===== config.mk =====
export PLATFORM = sky130hd
export DESIGN_NAME = berzerk_rom_loader
export DESIGN_NICKNAME = d
export VERILOG_FILES = /design/src/rtl/berzerk_rom_loader_pkg.sv /design/src/rtl/berzerk_rom_loader_region_dec.sv /design/src/rtl/berzerk_rom_loader.sv
export SDC_FILE = /design/constraint.sdc
export NUM_CORES = 1
export LEC_CHECK = 0
export BUFFER_PORTS_ARGS = -buffer_cell sky130_fd_sc_hd__buf_2
export CAP_MARGIN = 25
export CORE_ASPECT_RATIO = 1.5
export CORE_MARGIN = 2
export CORE_UTILIZATION = 51
export CTS_CLUSTER_DIAMETER = 150
export DETAILED_ROUTE_END_ITERATION = 7
export PLACE_DENSITY_LB_ADDON = 0.12
export SLEW_MARGIN = 5
export SYNTH_ARGS = -nofsm -noshare
export SYNTH_HDL_FRONTEND = slang
export SYNTH_SLANG_ARGS = --single-unit

===== constraint.sdc =====
create_clock -name clk_sys -period 2.25 [get_ports clk_sys]
set_input_delay 0.3375 -clock clk_sys [delete_from_list [all_inputs] [get_ports clk_sys]]
set_output_delay 0.3375 -clock clk_sys [all_outputs]
set_load 0.02 [all_outputs]

===== src/rtl/berzerk_rom_loader_pkg.sv =====
// Shared types and constants for the berzerk ROM download path.
package berzerk_pkg;

  localparam int unsigned IOCTL_AW = 25;
  localparam int unsigned PRG_AW   = 14;
  localparam int unsigned SPK_AW   = 12;
  localparam int unsigned CNT_W    = 17;
  localparam int unsigned PRG_BASE = 0;
  localparam int unsigned SPK_BASE = 14336;

  typedef enum logic [2:0] {
    IDLE,
    LOAD,
    CHECK,
    DONE,
    ERR
  } loader_state_t;

endpackage


===== src/rtl/berzerk_rom_loader_region_dec.sv =====
// Maps a download byte address onto the program ROM, the speech ROM or the
// out-of-image region, and gives the address relative to the region base.
module berzerk_dl_region_dec
  import berzerk_pkg::*;
#(
  parameter int unsigned PRG_SIZE = 14336,
  parameter int unsigned SPK_SIZE = 4096
) (
  input  logic [IOCTL_AW-1:0] addr_i,
  output logic                is_prg_o,
  output logic                is_spk_o,
  output logic                is_ovf_o,
  output logic [PRG_AW-1:0]   rel_addr_o
);

  always_comb begin
    is_prg_o   = addr_i < IOCTL_AW'(PRG_SIZE);
    is_spk_o   = !is_prg_o && (addr_i < IOCTL_AW'(PRG_SIZE + SPK_SIZE));
    is_ovf_o   = !is_prg_o && !is_spk_o;
    rel_addr_o = is_prg_o ? addr_i[PRG_AW-1:0]
                          : PRG_AW'(addr_i - IOCTL_AW'(PRG_SIZE));
  end

endmodule


===== src/rtl/berzerk_rom_loader.sv =====
// Turns the HPS ioctl byte stream into program/speech ROM writes, tallies the
// image, and keeps the core in reset until a complete valid image is resident.
module berzerk_rom_loader
  import berzerk_pkg::*;
#(
  parameter int unsigned PRG_SIZE   = 14336,
  parameter int unsigned SPK_SIZE   = 4096,
  parameter int unsigned CHECK_EN   = 1,
  parameter logic [7:0]  EXPECT_SUM = 8'h00
) (
  input  logic                clk_sys,
  input  logic                reset,
  input  logic                ioctl_download,
  input  logic                ioctl_wr,
  input  logic [IOCTL_AW-1:0] ioctl_addr,
  input  logic [7:0]          ioctl_dout,
  output logic [PRG_AW-1:0]   prg_addr,
  output logic [7:0]          prg_data,
  output logic                prg_we,
  output logic [SPK_AW-1:0]   spk_addr,
  output logic [7:0]          spk_data,
  output logic                spk_we,
  output logic                core_reset,
  output logic                load_done,
  output logic                load_err,
  output logic [CNT_W-1:0]    byte_count,
  output logic [7:0]          checksum
);

  loader_state_t state_q, state_d;
  logic dl_q, ovf_q, ovf_d;
  logic prg_we_q, prg_we_d, spk_we_q, spk_we_d;
  logic [PRG_AW-1:0] prg_addr_q, prg_addr_d;
  logic [SPK_AW-1:0] spk_addr_q, spk_addr_d;
  logic [7:0] prg_data_q, prg_data_d, spk_data_q, spk_data_d;
  logic [7:0] checksum_q, checksum_d;
  logic [CNT_W-1:0] byte_count_q, byte_count_d;
  logic core_reset_q, core_reset_d, load_done_q, load_done_d, load_err_q, load_err_d;

  logic rise, fall, accept, image_ok;
  logic is_prg, is_spk, is_ovf;
  logic [PRG_AW-1:0] rel_addr;

  berzerk_dl_region_dec #(
    .PRG_SIZE (PRG_SIZE),
    .SPK_SIZE (SPK_SIZE)
  ) u_region_dec (
    .addr_i     (ioctl_addr),
    .is_prg_o   (is_prg),
    .is_spk_o   (is_spk),
    .is_ovf_o   (is_ovf),
    .rel_addr_o (rel_addr)
  );

  // A rise always wins, so a strobe in the rise cycle never lands.
  assign rise     = ioctl_download & ~dl_q;
  assign fall     = dl_q & ~ioctl_download;
  assign accept   = (state_q == LOAD) && ioctl_wr && !rise;
  assign image_ok = (byte_count_q == CNT_W'(PRG_SIZE + SPK_SIZE)) && !ovf_q &&
                    ((CHECK_EN == 0) || (checksum_q == EXPECT_SUM));

  always_ff @(posedge clk_sys) begin
    if (reset) state_q <= IDLE;
    else       state_q <= state_d;
  end

  always_comb begin
    state_d = state_q;
    if (rise) begin
      state_d = LOAD;
    end else begin
      case (state_q)
        LOAD:    if (fall) state_d = CHECK;
        CHECK:   state_d = image_ok ? DONE : ERR;
        default: state_d = state_q;
      endcase
    end
  end

  always_comb begin
    prg_we_d     = 1'b0;
    spk_we_d     = 1'b0;
    prg_addr_d   = prg_addr_q;
    prg_data_d   = prg_data_q;
    spk_addr_d   = spk_addr_q;
    spk_data_d   = spk_data_q;
    byte_count_d = byte_count_q;
    checksum_d   = checksum_q;
    ovf_d        = ovf_q;
    if (rise) begin
      byte_count_d = '0;
      checksum_d   = '0;
      ovf_d        = 1'b0;
    end else if (accept) begin
      if (is_prg) begin
        prg_we_d   = 1'b1;
        prg_addr_d = rel_addr;
        prg_data_d = ioctl_dout;
      end else if (is_spk) begin
        spk_we_d   = 1'b1;
        spk_addr_d = rel_addr[SPK_AW-1:0];
        spk_data_d = ioctl_dout;
      end
      if (is_ovf) begin
        ovf_d = 1'b1;
      end else begin
        checksum_d = checksum_q + ioctl_dout;
        if (byte_count_q != '1) byte_count_d = byte_count_q + CNT_W'(1);
      end
    end
    // Status follows the next state so it changes on the same edge as the state.
    core_reset_d = (state_d != DONE);
    load_done_d  = (state_d == DONE);
    load_err_d   = (state_d == ERR);
  end

  always_ff @(posedge clk_sys) begin
    if (reset) begin
      dl_q         <= 1'b0;
      ovf_q        <= 1'b0;
      prg_we_q     <= 1'b0;
      spk_we_q     <= 1'b0;
      prg_addr_q   <= '0;
      prg_data_q   <= '0;
      spk_addr_q   <= '0;
      spk_data_q   <= '0;
      byte_count_q <= '0;
      checksum_q   <= '0;
      core_reset_q <= 1'b1;
      load_done_q  <= 1'b0;
      load_err_q   <= 1'b0;
    end else begin
      dl_q         <= ioctl_download;
      ovf_q        <= ovf_d;
      prg_we_q     <= prg_we_d;
      spk_we_q     <= spk_we_d;
      prg_addr_q   <= prg_addr_d;
      prg_data_q   <= prg_data_d;
      spk_addr_q   <= spk_addr_d;
      spk_data_q   <= spk_data_d;
      byte_count_q <= byte_count_d;
      checksum_q   <= checksum_d;
      core_reset_q <= core_reset_d;
      load_done_q  <= load_done_d;
      load_err_q   <= load_err_d;
    end
  end

  assign prg_we     = prg_we_q;
  assign prg_addr   = prg_addr_q;
  assign prg_data   = prg_data_q;
  assign spk_we     = spk_we_q;
  assign spk_addr   = spk_addr_q;
  assign spk_data   = spk_data_q;
  assign byte_count = byte_count_q;
  assign checksum   = checksum_q;
  assign core_reset = core_reset_q;
  assign load_done  = load_done_q;
  assign load_err   = load_err_q;

endmodule


==> out/metrics.cfg <==
[worst_hold_path]
hold_class=primary input to flip-flop
hp-start=reset

[clock_tree]
cts_hold_buf=0
cts_buffer_depth=2
cts_buffers=9
clk_latency_ns=0.35
clkTransAtPathRegs_ns=0.09
cts_tree=built
cts_sinks=77
cts_root_buffer=clkbuf_8
htree_levels=3

[yosys]
synthXorXnorAreaFrac=0.0127
async_flop_share=0
synth-compound-area-share=0.109
synthCells=368
synth_edf_count=0
synthMuxAreaShare=0.122
synth_area_leaders=dfxtp_1 (45%), mux2i_1 (12%), nor2_1 (6.5%), ha_1 (4.4%), a21oi_1 (3.6%)
synth.avg_cell_area_um2=9.38
synth_top_area_frac=0.447
synthDistinctLibCells=44
syn_area_mm2=0.00345
synth_simple_gate_area_frac=0.225
ys_seq_elements=77
synthTopCellsByCount=dfxtp_1 (77), nor2_1 (60), mux2i_1 (42), a21oi_1 (25), o21ai_0 (18)
yosysMostFrequentCell=dfxtp_1
yosysWarnings=0
yosys_most_used_dff=dfxtp_1
synth_top_family_by_area=simple AND/OR/NAND/NOR gates
synth_fp_nets=418
yosysSeqAreaShare=0.447
yosysTopAreaCell=dfxtp_1
synthAdderAreaFrac=0.0493

[floorplan]
dieArea_mm2=0.00745
die_height_um=105
rows=36
die_x_um=71.2
ios=109
coreArea_mm2=0.00653
initial_core_util=0.528

[worst_setup_path]
regToRegStartpoint=checksum[1]$_SDFFE_PP0P_
cp-end-kind=flip-flop
cp.arrival_ns=2.32
worstPathMaxFanout=2
critPathMaxStageDelay_ns=0.46
cp_num_buf_inv=0
critPathSlowestCell=or4_1
start_kind=flip-flop
crit_family=compound AO/OA/AOI/OAI gates
critPathKind=flip-flop to flip-flop
crit_required_ns=2.53
crit_chain=ha_1, a211oi_1, o211ai_1, and3_1, or4_1, a21oi_1
startpoint=checksum[1]$_SDFFE_PP0P_

[cells_and_area]
syn2layout_area_growth_pct=27.3
regArea_mm2=0.00154
layout-drive-gt1-share=0.312
multiInputGateArea_mm2=0.00179
num_antenna_cells=0
fillCellCount=553
fin_nets=542
final_cells=573

[placement]
hpwl_um=6180
place.gp.congestion=0.876
io_buffers=108
dp.cells=556

[global_routing]
grt_overflow=0
grt_pass1_wl_um=13900
grt_max_degree=46
grt_pass1_vias=3039
antenna_found_initial=0
grtUsageTotal=0.230

[detailed_routing]
wire_per_inst_um=14.4
vias_per_cell=5.42
dr.pass1.iters=4
drc=0
route.vias.total=3104
drt_iter0_markers=133
drtAntennaViolNets=0
drt-total-wl_um=8270

[timing]
post-route-period-util=0.904
final_hold_viol_count=0
fmax_mhz=492
drv_slew=0
worst_hold_slack_ns=0.189
tightest_slew_ns=0.606
rsz0062_at_grt=false
setup_viol=0
tns_ns=0
maxSlewHeadroom=0.596
fin_crit_ns=2.03
skew_ns=0.0106

[flow_run]
cap_violations=0

[pwr]
ir_drop_mv=0.491
p_leak_nw=2.04
p_per_area_mw_per_mm2=587

[outcome]
outcome=complete, no violations

==> where the power goes <==
group	internal, mW	switching [mW]
Combinational	0.0506	0.0778
Sequential	1.36	0.00298
Clock	0.573	0.510
==> worst paths after layout <==
| check | cells past startpoint | slack, ns | end |
|---|---|---|---|
| min reg2reg | 2 | 0.46 | ovf_q$_SDFFE_PP0P_ |
| min | 2 | 0.19 | state_q[0]$_SDFF_PP0_ |
| max reg2reg | 6 | 0.22 | checksum[7]$_SDFFE_PP0P_ |
| max | 6 | 0.22 | checksum[7]$_SDFFE_PP0P_ |
==> sequential cells by signal, indices dropped and copies added (netlist names) <==
signal	cells
checksum	8
prg_addr	14
state_q	3
spk_addr	12
prg_data	8
spk_data	8
load_done	1
dl_q	1
byte_count	17
load_err	1
ovf_q	1
core_reset	1
spk_we	1
prg_we	1
==> stage by stage <==
step | setup WS (ns) | area (um^2) | utilization | total power [mW]
after floorplan | 0.176 | 3450 | - | 1.46
after global placement | 0.0851 | 4170 | 0.638 | 1.52
after detailed placement | 0.0643 | 4170 | 0.638 | 1.53
after CTS | 0.180 | 4380 | 0.670 | 2.61
after global routing | 0.0139 | 4390 | 0.673 | 2.66
final | 0.216 | 4390 | 0.673 | 2.58
==> final cells by class <==
class | count | area share
Sequential cell | 77 | 0.351
Clock buffer | 11 | 0.0345
Clock inverter | 5 | 0.0134
Tap cell | 76 | 0.0216
Inverter | 11 | 0.00940
Multi-Input combinational cell | 264 | 0.407
Timing Repair Buffer | 129 | 0.163
==> repair_timing <==
action	CTS	global route
endpoints found under the setup margin	0	2
setup buffers	0	1
resized for setup	0	3
==> routing by layer <==
metal  part of all wire  global-route usage  vias to the layer above  wire length, um
met5                  0                   0                        -                0
met4              0.023               0.104                        0              192
met3              0.056              0.0521                       16              460
met2               0.51               0.392                       98             4260
met1               0.41               0.270                     1434             3360
li1                   -                   -                     1556                -
==> cell families (layout without fill, tap and decap cells) <==
logic type	count (synthesis)	in the layout
AO/OA/AOI/OAI	61	61
flip-flops	77	77
AND/OR/NAND/NOR	143	143
multiplexers	42	42
adder cells (fa/ha/maj)	13	13
XOR/XNOR	5	5
buffers and inverters	27	156
==> cells in the final DEF, fill, tap and decap left out, drive strengths merged, types with 6 or more instances in the layout <==
cell type	n
mux2i	42
nand4	10
nor4	8
buf	129
nand3	6
nand2	15
ha	12
nor2b	6
clkbuf	11
a21oi	25
o21ai	18
or3	13
nor2	60
inv	11
dfxtp	77
==> worst reg2reg max path, stage by stage, from the launching register on <==
cell      delay (ns)
dfxtp_1         0.32
ha_1            0.29
a211oi_1        0.37
o211ai_1        0.17
and3_1          0.21
or4_1           0.46
a21oi_1         0.15
Power figures use the tool's default switching activity.
